$ cat config.mk
export PLATFORM = sky130hd
export DESIGN_NAME = sp_ram_arbiter
export DESIGN_NICKNAME = d
export VERILOG_FILES = /design/src/rtl/sp_ram_arbiter.sv
export SDC_FILE = /design/constraint.sdc
export NUM_CORES = 1
export LEC_CHECK = 0
export CAP_MARGIN = 20
export CORE_MARGIN = 3
export CORE_UTILIZATION = 30
export DETAILED_ROUTE_END_ITERATION = 10
export PLACE_DENSITY_LB_ADDON = 0.3
export SLEW_MARGIN = 20
export SYNTH_ARGS = -nofsm -noshare
export SYNTH_HDL_FRONTEND = slang
export SYNTH_SLANG_ARGS = --single-unit
$ cat constraint.sdc
create_clock -name clk -period 3.6 [get_ports clk]
set_input_delay 1.08 -clock clk [delete_from_list [all_inputs] [get_ports clk]]
set_output_delay 1.08 -clock clk [all_outputs]
set_load 0.01 [all_outputs]
$ cat src/rtl/sp_ram_arbiter.sv
// Round-robin request/grant arbiter for the shared single-port fft0 BSRAM.
// Three requesters (0 demod, 1 fft1024, 2 ofdm) take turns owning the RAM.
// Every handover inserts a drain gap so the last read completes. An optional
// watchdog revokes a grant that is held for too long.
module sp_ram_arbiter #(
    parameter int AW           = 11,
    parameter int DW           = 32,
    parameter int DRAIN_CYCLES = 2,
    parameter int MAX_HOLD     = 0
) (
    input  logic            clk,
    input  logic            rst_n,
    input  logic [2:0]      req,
    output logic [2:0]      gnt,
    input  logic [2:0]      oce_i,
    input  logic [2:0]      ce_i,
    input  logic [2:0]      wre_i,
    input  logic [3*AW-1:0] ad_i,
    input  logic [3*DW-1:0] din_i,
    output logic            ram_oce,
    output logic            ram_ce,
    output logic            ram_wre,
    output logic [AW-1:0]   ram_ad,
    output logic [DW-1:0]   ram_din,
    output logic [1:0]      owner,
    output logic            busy,
    output logic            timeout_err,
    output logic [1:0]      err_owner
);

    typedef enum logic [1:0] {IDLE, GRANT, DRAIN} state_t;

    state_t        state, state_n;
    logic [2:0]    gnt_n, mask, mask_n, eff;
    logic [1:0]    owner_n, rr_last, rr_n, pick, eo_n;
    logic [15:0]   hold, hold_n, dcnt, dcnt_n;
    logic          to_n, found;
    logic [AW-1:0] last_ad, last_ad_n, own_ad;
    logic [DW-1:0] last_din, last_din_n, own_din;
    logic          own_ce, own_wre, own_oce, own_req, own_gnt;

    assign busy = (state != IDLE);
    assign eff  = req & ~mask;

    // Select the current owner's interface signals (none while owner is 3).
    always_comb begin
        own_ce  = 1'b0;
        own_wre = 1'b0;
        own_oce = 1'b0;
        own_req = 1'b0;
        own_gnt = 1'b0;
        own_ad  = '0;
        own_din = '0;
        for (int i = 0; i < 3; i++) begin
            if (owner == 2'(i)) begin
                own_ce  = ce_i[i];
                own_wre = wre_i[i];
                own_oce = oce_i[i];
                own_req = req[i];
                own_gnt = gnt[i];
                own_ad  = ad_i[i*AW +: AW];
                own_din = din_i[i*DW +: DW];
            end
        end
    end

    // Round-robin pick: first effective request after the last winner.
    always_comb begin
        pick  = 2'd0;
        found = 1'b0;
        for (int j = 1; j <= 3; j++) begin
            int c;
            c = (int'(rr_last) + j) % 3;
            if (!found && eff[c]) begin
                pick  = 2'(c);
                found = 1'b1;
            end
        end
    end

    // Next-state logic for grant, drain and watchdog bookkeeping.
    always_comb begin
        state_n    = state;
        gnt_n      = gnt;
        owner_n    = owner;
        rr_n       = rr_last;
        hold_n     = hold;
        dcnt_n     = dcnt;
        mask_n     = mask & req;
        to_n       = 1'b0;
        eo_n       = err_owner;
        last_ad_n  = last_ad;
        last_din_n = last_din;
        case (state)
            IDLE: begin
                if (found) begin
                    gnt_n   = 3'b001 << pick;
                    owner_n = pick;
                    rr_n    = pick;
                    hold_n  = '0;
                    state_n = GRANT;
                end
            end
            GRANT: begin
                hold_n     = (hold == 16'hFFFF) ? hold : hold + 16'd1;
                last_ad_n  = own_ad;
                last_din_n = own_din;
                if (!own_req || (MAX_HOLD != 0 && hold == 16'(MAX_HOLD - 1))) begin
                    gnt_n   = '0;
                    dcnt_n  = '0;
                    state_n = (DRAIN_CYCLES > 0) ? DRAIN : IDLE;
                    // A release on the watchdog cycle is a normal release.
                    if (own_req) begin
                        to_n          = 1'b1;
                        eo_n          = owner;
                        mask_n[owner] = 1'b1;
                    end
                end
            end
            DRAIN: begin
                if (dcnt == 16'(DRAIN_CYCLES - 1)) state_n = IDLE;
                else                                dcnt_n  = dcnt + 16'd1;
            end
            default: state_n = IDLE;
        endcase
    end

    // State register; reset aborts any grant immediately.
    always_ff @(posedge clk or negedge rst_n) begin
        if (!rst_n) begin
            state       <= IDLE;
            gnt         <= '0;
            owner       <= 2'd3;
            rr_last     <= 2'd2;
            hold        <= '0;
            dcnt        <= '0;
            mask        <= '0;
            timeout_err <= 1'b0;
            err_owner   <= 2'd0;
            last_ad     <= '0;
            last_din    <= '0;
        end else begin
            state       <= state_n;
            gnt         <= gnt_n;
            owner       <= owner_n;
            rr_last     <= rr_n;
            hold        <= hold_n;
            dcnt        <= dcnt_n;
            mask        <= mask_n;
            timeout_err <= to_n;
            err_owner   <= eo_n;
            last_ad     <= last_ad_n;
            last_din    <= last_din_n;
        end
    end

    // RAM port mux; drain keeps oce high and the address stable for the last read.
    always_comb begin
        ram_ce  = 1'b0;
        ram_wre = 1'b0;
        ram_oce = 1'b0;
        ram_ad  = '0;
        ram_din = '0;
        case (state)
            GRANT: begin
                ram_ce  = own_ce & own_gnt;
                ram_wre = own_wre & own_gnt;
                ram_oce = own_oce & own_gnt;
                ram_ad  = own_ad;
                ram_din = own_din;
            end
            DRAIN: begin
                ram_oce = 1'b1;
                ram_ad  = last_ad;
                ram_din = last_din;
            end
            default: ;
        endcase
    end

endmodule
==> results of run 1 <==
final cells by class:
class / instances / area [um2] / share of cell area (%)
Clock buffer: 12 / 246 / 3.30
Clock inverter: 4 / 22.5 / 0.302
Inverter: 51 / 191 / 2.57
Multi-Input combinational cell: 459 / 2770 / 37.1
Sequential cell: 70 / 1760 / 23.6
Tap cell: 216 / 270 / 3.62
Timing Repair Buffer: 222 / 2200 / 29.5
power by group:
group	internal [W]	switching, W
Clock	0.000482	0.000330
Combinational	0.00146	0.00173
Sequential	0.00109	0.000176
Total	0.00303	0.00224
through the flow:
step	hold WS, ns	instances	power (W)
after global routing	0.530	1034	0.00573
final	0.492	1034	0.00527
after CTS	0.498	1032	0.00533
after detailed placement	0.481	1016	0.00464
after global placement	0.469	1016	0.00460
after floorplan	0.446	628	0.00320
final timing paths:
path / slack [ns] / startpoint / endpoint
min in group asynchronous: 0.76 / rst_n / last_din[4]$_DFFE_PN0P_
setup / recovery: 0.1 / din_i[20] / ram_din[20]
max in group asynchronous: 2.10 / rst_n / owner[0]$_DFFE_PN1P_
hold / removal: 0.49 / mask[2]$_DFF_PN0_ / mask[2]$_DFF_PN0_
setup reg to reg: 0.59 / owner[1]$_DFFE_PN1P_ / state[1]$_DFFE_PN0P_
hold reg to reg: 0.49 / mask[2]$_DFF_PN0_ / mask[2]$_DFF_PN0_
cells in the final DEF, fill, tap and decap left out, drive strengths merged, types with 2 or more instances in the layout:
master and n:
clkdlybuf4s50 149, dfstp 2, clkbuf 13, inv 51
mux2 3, nor3b 4, a41o 2, nor4 3
nand2 150, mux2i 55, ha 8, nand3 5
or2 2, clkinv 3, or3 3, a22o 2
dlygate4sd2 42, conb 3, buf 29, o22ai 37
and4 2, or4 2, a31o 2, nand2b 4
and2 7, nor2 15, nand4 7, o21ai 62
a21oi 16, a21boi 44, dfrtp 68, nand3b 2
nor2b 3
sequential cells by signal, summed over array words and instances (netlist names):
register / flops
owner: 2
dcnt: 16
last_ad: 11
state: 2
rr_last: 1
last_din: 32
gnt: 3
mask: 3
timing repair:
action | CTS | global route
setup buffers | 0 | 2
setup endpoints to repair | 44 | 5
gates resized for setup | 45 | 5
pin swaps | 0 | 0
hold buffers | 0 | 0
gates cloned | 0 | 0
routing by layer:
layer | vias up | GRT usage [%] | share of wire, %
met2 | 138 | 28.0 | 47
met4 | 0 | 5.26 | 1.6
met3 | 16 | 3.60 | 6.1
met5 | - | 0 | 0
met1 | 2303 | 22.3 | 45
li1 | 2520 | - | -
Yosys cell counts (all sizes together), types with 4 or more instances:
master	instances
dfrtp	68
nand2	150
buf	19
ha	8
inv	51
and2	7
nor3b	4
nand3	5
nand2b	4
nand4	7
a21boi	44
a21oi	16
o21ai	62
nor2	15
clkbuf	29
mux2i	55
o22ai	37
worst max-delay path: stages:
cell	delay (ns)
clkdlybuf4s50_1	0.46
mux2i_1	0.06
o22ai_1	0.21
nand2_1	0.10
a21boi_0	0.22
dlygate4sd2_1	0.30
cells by family (layout without fill, tap and decap cells):
group / after synthesis / in the layout
compound gates: 177 / 177
flops: 70 / 70
mux: 58 / 58
simple gates: 213 / 213
buf+inv: 99 / 289
other cells: 1 / 3
fa+ha+maj: 8 / 8
==> results.sh, run 1 <==
export IMPL_ff2ff_path_depth=8
export IMPL_nNetsFinal=964
export IMPL_synthMuxAreaShare_pct=11.9
export IMPL_worst_slack_ns=0.100
export IMPL_p_per_area_nw_per_um2=706
export IMPL_leakagePower_nw=3.25
export IMPL_drt_vias_per_instance=4.81
export IMPL_die_x_um=134
export IMPL_fp_dieH_um=134
export IMPL_num_fill_cells=1620
export IMPL_peakVddDrop_mv=0.351
export IMPL_crit_path_end_kind="output pin"
export IMPL_ys_seq_area_share_pct=35.8
export IMPL_grt_ovfl_total=0
export IMPL_vias=4977
export IMPL_design_area_um2=7460
export IMPL_finalSetupViolCount=0
export IMPL_drc=0
export IMPL_grt_pass1_wl_um=24800
export IMPL_synth_compound_area_share_pct=22.9
export IMPL_grt_total_usage_pct=16.9
export IMPL_setup_tns_final_ns=0
export IMPL_path_max_fanout=2
export IMPL_ys_top_cells_by_area="dfrtp_1 35%, nand2_1 11%, mux2i_1 11%"
export IMPL_fp_row_count=46
export IMPL_synth_largest_area_cell="dfrtp_1"
export IMPL_io_pins=198
export IMPL_synth_xor_area_share_pct=0
export IMPL_antenna_found_initial=0
export IMPL_place_area_um2=7220
export IMPL_routed_wl_um=15400
export IMPL_hold_path_depth=1
export IMPL_slew_headroom_pct=57.0
export IMPL_drive_gt1_share_pct=7.33
export IMPL_io_buffers=194
export IMPL_synth_distinct_cells=55
export IMPL_place_congestion=0.781
export IMPL_synth_seq_cells=70
export IMPL_coreArea_um2=15900
export IMPL_h_tree_depth=3
export IMPL_area_growth_pct=52.3
export IMPL_drtIter0Drc=188
export IMPL_worstMarginPinSlew_ns=0.644
export IMPL_max_freq_mhz=286
export IMPL_slew_viol_final=0
export IMPL_fin_skew_ns=0.00564
export IMPL_critical_path_class="in -> out"
export IMPL_synthFlopType="dfrtp_1"
export IMPL_ant_nets=0
export IMPL_drt_pass1_iter_count=4
export IMPL_clock_path_buffers=2
export IMPL_synthCells=626
export IMPL_post_route_util_pct=46.8
export IMPL_synthAdderAreaFrac_pct=2.04
export IMPL_required_ns=2.52
export IMPL_grt_pass1_vias=4811
export IMPL_fin_crit_ns=3.50
export IMPL_arrival_ns=2.42
export IMPL_timing_hold_violations_final=0
export IMPL_grt_max_degree=92
export IMPL_cts_buffers=9
export IMPL_syn_area_um2=4900
export IMPL_async_flop_share_pct=100
export IMPL_start_util_pct=30.7
export IMPL_wl_per_cell_um=14.9
export IMPL_outcome="finished, final reports clean"
export IMPL_yosys_warnings=0
export IMPL_startpoint_type="input pin"
export IMPL_rsz0062_at_grt="no"
export IMPL_antenna_diode_count=0
export IMPL_tritoncts="done"
export IMPL_synth_top_family_by_area="compound AO/OA/AOI/OAI gates"
export IMPL_synth_top_cell_area_share_pct=34.7
export IMPL_worstSkewPairLatency_ns=0.33
export IMPL_finalCritPeriodShare_pct=97.2
export IMPL_max_cap_viol_count=0
export IMPL_dpl_worst_slack_ns=-0.263
export IMPL_cts_sinks=70
export IMPL_place_hpwl_um=11400
export IMPL_clk_pin_slew_ns=0.06
export IMPL_synth_simple_area_share_pct=19.2
export IMPL_hp_class="reg -> reg"
export IMPL_syn_area_per_cell_um2=7.83
export IMPL_die_area_um2=17900
export IMPL_synth_edf_count=0
export IMPL_root_buffer="clkbuf_16"
Note: power is estimated with default switching activity, not from simulation.
==> run 2, diff against run 1 <==
MAX_ROUTING_LAYER = met4   (was not set)
==> results.sh, run 2 (same netlist as run 1, synthesis figures left out) <==
export IMPL_wl_per_cell_um=14.9
export IMPL_start_util_pct=30.7
export IMPL_arrival_ns=2.42
export IMPL_max_cap_viol_count=0
export IMPL_peakVddDrop_mv=0.352
export IMPL_max_freq_mhz=286
export IMPL_finalCritPeriodShare_pct=97.3
export IMPL_final_cell_mix="149 x nand2_1, 149 x clkdlybuf4s50_1, 68 x dfrtp_1"
export IMPL_io_buffers=194
export IMPL_ant_nets=0
export IMPL_critical_path_class="in -> out"
export IMPL_leakagePower_nw=3.25
export IMPL_worstMarginPinSlew_ns=0.648
export IMPL_outcome="finished, final reports clean"
export IMPL_drive_gt1_share_pct=7.33
export IMPL_final_cells=1034
export IMPL_use_met1_pct=22.5
export IMPL_cpPeakStageDelay_ns=0.54
export IMPL_drtIter0Drc=226
export IMPL_drt_pass1_iter_count=4
export IMPL_area_growth_pct=52.3
export IMPL_path_max_fanout=1
export IMPL_use_met3_pct=3.64
export IMPL_drt_vias_per_instance=4.80
export IMPL_grt_pass1_vias=4803
export IMPL_finalSetupViolCount=0
export IMPL_coreArea_um2=15900
export IMPL_num_fill_cells=1620
export IMPL_grt_total_usage_pct=17.5
export IMPL_startpoint_type="input pin"
export IMPL_fp_dieH_um=134
export IMPL_grt_pass1_wl_um=24800
export IMPL_die_x_um=134
export IMPL_h_tree_depth=3
export IMPL_fp_row_count=46
export IMPL_busiest_layer="met2"
export IMPL_cts_sinks=70
export IMPL_clk_pin_slew_ns=0.06
export IMPL_fin_skew_ns=0.00572
export IMPL_slew_headroom_pct=56.8
export IMPL_drc=0
export IMPL_fin_crit_ns=3.50
export IMPL_io_pins=198
export IMPL_place_congestion=0.792
export IMPL_grt_ovfl_total=0
export IMPL_slew_viol_final=0
export IMPL_routed_wl_um=15400
export IMPL_cts_buffers=9
export IMPL_place_hpwl_um=11400
export IMPL_crit_path_end_kind="output pin"
export IMPL_worstSkewPairLatency_ns=0.33
export IMPL_timing_hold_violations_final=0
export IMPL_p_per_area_nw_per_um2=707
export IMPL_fin_hold_ws_ns=0.490
export IMPL_die_area_um2=17900
export IMPL_tritoncts="done"
export IMPL_regMostFlops="last_din"
export IMPL_vias=4959
export IMPL_largest_reg_flops=32
export IMPL_cp_cell_sequence="clkdlybuf4s50_1 -> mux2i_1 -> nor2_1 -> a21oi_1 -> nor2_1 -> clkdlybuf4s50_1"
export IMPL_rsz0062_at_grt="no"
export IMPL_nNetsFinal=964
export IMPL_grt_max_degree=92
export IMPL_required_ns=2.52
export IMPL_root_buffer="clkbuf_16"
export IMPL_clock_path_buffers=2
export IMPL_cpMaxStageDelayCell="clkdlybuf4s50_1"
export IMPL_antenna_found_initial=0
export IMPL_cts_hold_buf=0
export IMPL_hp_class="reg -> reg"
export IMPL_antenna_diode_count=0
export IMPL_dp_cells=1016
export IMPL_reg_top3="last_din x32, dcnt x16, last_ad x11"
export IMPL_grtUsageMet2_pct=27.9
==> run 2: cell counts in the layout (fill, tap and decap cells not counted) <==
No cell type changed its count.
==> run 2: where the power goes <==
| part | switching, W | internal, W |
|---|---|---|
| logic | 0.00173 | 0.00146 |
| registers | 0.000176 | 0.00109 |
| clock network | 0.000332 | 0.000482 |
==> run 2: final timing paths <==
kind	to	slack (ns)	startpoint	depth (start not counted)
setup / recovery	ram_ce	0.1	ce_i[1]	6
hold / removal	mask[2]$_DFF_PN0_	0.49	mask[2]$_DFF_PN0_	1
setup reg to reg	state[1]$_DFFE_PN0P_	0.58	owner[1]$_DFFE_PN1P_	8
hold reg to reg	mask[2]$_DFF_PN0_	0.49	mask[2]$_DFF_PN0_	1
max in group asynchronous	owner[1]$_DFFE_PN1P_	2.10	rst_n	2
min in group asynchronous	last_din[4]$_DFFE_PN0P_	0.76	rst_n	1
==> run 2: layout make-up <==
cell class	count	area (um2)	share of cell area [%]
flip-flops and latches	70	1760	23.6
multi-input cells	459	2770	37.1
clock inverters	4	22.5	0.302
inverters	51	191	2.57
well taps	216	270	3.62
clock buffers	12	246	3.30
repair buffers	222	2200	29.5
==> run 2: metrics by stage <==
stage          setup TNS (ns)  cell area [um2]  setup slack, ns  power (W)  utilization, %
3_5_place_dp            -4.91             7220           -0.263    0.00464            45.3
6_report                    0             7460           0.0987    0.00527            46.8
2_1_floorplan               0             4910            0.251    0.00320               -
3_3_place_gp            -4.58             7220           -0.275    0.00460            45.3
4_1_cts                     0             7440          0.00562    0.00533            46.7
5_1_grt                     0             7460          0.00404    0.00573            46.8
==> run 2: worst max-delay path: cells and delay by family <==
kind | cells | cell delay, ns
compound gates | 1 | 0.04
buf+inv | 2 | 1.04
simple gates | 2 | 0.18
mux | 1 | 0.08
==> run 2: routing by layer <==
layer  part of all wire (%)  up-vias
met4                    1.5        0
met1                     46     2291
met2                     47      134
met5                      0        -
met3                    5.9       15
li1                       -     2519
==> run 2: timing repair <==
action / 4_1_cts / 5_1_grt
resized for setup: 45 / 5
buffers inserted: 0 / 2
setup endpoints to repair: 44 / 5
==> run 3, diff against run 2 <==
SKIP_CTS_REPAIR_TIMING = 1   (was not set)
==> results.sh, run 3 (same netlist as run 1, synthesis figures left out) <==
export IMPL_outcome="finished, final reports clean"
export IMPL_cpPeakStageDelay_ns=0.44
export IMPL_finalSetupViolCount=0
export IMPL_p_int_w=0.00313
export IMPL_grt_total_usage_pct=17.5
export IMPL_drtIter0Drc=157
export IMPL_rsz0062_at_grt="no"
export IMPL_worstMarginPinSlew_ns=0.647
export IMPL_timing_hold_violations_final=0
export IMPL_cp_top_family="buffers and inverters"
export IMPL_rrSetupSlack_ns=0.58
export IMPL_fin_crit_ns=3.50
export IMPL_pwr_share_clk_pct=15.1
export IMPL_ant_nets=0
export IMPL_cts_buffers=9
export IMPL_io_pins=198
export IMPL_nNetsFinal=964
export IMPL_drive_gt1_share_pct=7.33
export IMPL_required_ns=2.52
export IMPL_timing_critical_path_buf_inv=3
export IMPL_critical_path_class="in -> out"
export IMPL_p_comb_share_pct=61.4
export IMPL_die_x_um=134
export IMPL_fin_hold_ws_ns=0.489
export IMPL_place_hpwl_um=11400
export IMPL_area_growth_pct=55.8
export IMPL_place_congestion=0.792
export IMPL_hp_class="reg -> reg"
export IMPL_slew_headroom_pct=56.9
export IMPL_start_util_pct=30.7
export IMPL_fp_dieH_um=134
export IMPL_p_switching_w=0.00226
export IMPL_grt_pass1_vias=4817
export IMPL_cp_cell_sequence="clkdlybuf4s50_1 -> mux2i_1 -> nor2_1 -> a21oi_1 -> buf_4 -> o21ai_0 -> and2_1 -> dlymetal6s2s_1"
export IMPL_r2r_start="owner[1]$_DFFE_PN1P_"
export IMPL_drt_pass1_iter_count=4
export IMPL_worst_slack_ns=0.104
export IMPL_critPathCapture="ram_oce"
export IMPL_grt_max_degree=92
export IMPL_arrival_ns=2.42
export IMPL_power_share_switching_pct=41.9
export IMPL_p_per_area_nw_per_um2=705
export IMPL_fp_row_count=46
export IMPL_max_cap_viol_count=0
export IMPL_slew_viol_final=0
export IMPL_antenna_found_initial=0
export IMPL_cpMaxStageDelayCell="clkdlybuf4s50_1"
export IMPL_io_buffers=194
export IMPL_ff2ff_path_depth=8
export IMPL_root_buffer="clkbuf_16"
export IMPL_cts_sinks=70
export IMPL_drc=0
export IMPL_p_seq_share_pct=23.6
export IMPL_crit_path_end_kind="output pin"
export IMPL_tritoncts="done"
export IMPL_drt_vias_per_instance=4.81
export IMPL_peakVddDrop_mv=0.357
export IMPL_h_tree_depth=3
export IMPL_post_route_util_pct=47.9
export IMPL_finalCritPeriodShare_pct=97.1
export IMPL_clk_pin_slew_ns=0.06
export IMPL_dpl_worst_slack_ns=-0.263
export IMPL_grt_pass1_wl_um=24800
export IMPL_r2r_end="state[1]$_DFFE_PN0P_"
export IMPL_leakagePower_nw=3.83
export IMPL_antenna_diode_count=0
export IMPL_grt_ovfl_total=0
export IMPL_die_area_um2=17900
export IMPL_final_cell_mix="149 x nand2_1, 149 x clkdlybuf4s50_1, 68 x dfrtp_1"
export IMPL_worstSkewPairLatency_ns=0.33
export IMPL_wl_per_cell_um=15.1
export IMPL_max_freq_mhz=286
export IMPL_vias=4976
export IMPL_clock_path_buffers=2
export IMPL_path_max_fanout=1
export IMPL_regMostFlops="last_din"
export IMPL_routed_wl_um=15600
export IMPL_cp_startpoint="oce_i[1]"
export IMPL_reg_top3="last_din x32, dcnt x16, last_ad x11"
export IMPL_fin_skew_ns=0.00549
export IMPL_startpoint_type="input pin"
export IMPL_largest_reg_flops=32
export IMPL_coreArea_um2=15900
export IMPL_crit_cells=8
## run 3: cell types whose count changed in the layout (fill, tap and decap cells not counted)
cell,delta
nor2b_2,+1
dlygate4sd2_1,-42
nor2b_1,-1
clkdlybuf4s15_1,-1
clkbuf_2,-1
o22ai_2,+1
dlymetal6s2s_1,+44
o21ai_1,+1
o22ai_1,-1
o21ai_2,-1
## run 3: layout make-up
class / instances / area (um2)
fill: 1593 / 8310
multi-input combinational: 459 / 2780
timing repair buffer: 222 / 2370
sequential: 70 / 1760
tap: 216 / 270
clock buffer: 12 / 246
inverter: 51 / 191
clock inverter: 4 / 22.5
## run 3: worst min path at each step
| stage | startpoint | endpoint | slack (ns) | cells after the start |
|---|---|---|---|---|
| 2_1_floorplan | dcnt[15]$_DFFE_PN0P_ | dcnt[15]$_DFFE_PN0P_ | 0.45 | 1 |
| 3_3_place_gp | dcnt[15]$_DFFE_PN0P_ | dcnt[15]$_DFFE_PN0P_ | 0.47 | 1 |
| 3_5_place_dp | mask[2]$_DFF_PN0_ | mask[2]$_DFF_PN0_ | 0.48 | 1 |
| 4_1_cts | mask[2]$_DFF_PN0_ | mask[2]$_DFF_PN0_ | 0.50 | 1 |
| 5_1_grt | mask[2]$_DFF_PN0_ | mask[2]$_DFF_PN0_ | 0.53 | 1 |
| 6_report | mask[2]$_DFF_PN0_ | mask[2]$_DFF_PN0_ | 0.49 | 1 |
## run 3: through the flow
step                      area, um2  TNS, ns  instances  total power, W
after floorplan                4910        0        628         0.00320
after CTS                      7490    -5.23       1032         0.00548
after global routing           7630        0       1034         0.00584
after detailed placement       7220    -4.91       1016         0.00464
final                          7630        0       1034         0.00538
after global placement         7220    -4.58       1016         0.00460
## run 3: layer usage
layer | wire length (um) | global-route usage, % | share of wire [%]
met3 | 928 | 3.64 | 6.0
met4 | 263 | 5.26 | 1.7
met1 | 7140 | 22.4 | 46
met5 | 0 | - | 0
met2 | 7270 | 28.0 | 47
## run 3: power by group through the flow
stage / logic (W) / registers [W] / clock network (W)
global placement: 0.00332 / 0.00128 / 0
global route: 0.00366 / 0.00131 / 0.000867
floorplan: 0.00198 / 0.00123 / 0
detailed placement: 0.00334 / 0.00130 / 0
finish: 0.00330 / 0.00127 / 0.000812
CTS: 0.00336 / 0.00129 / 0.000837
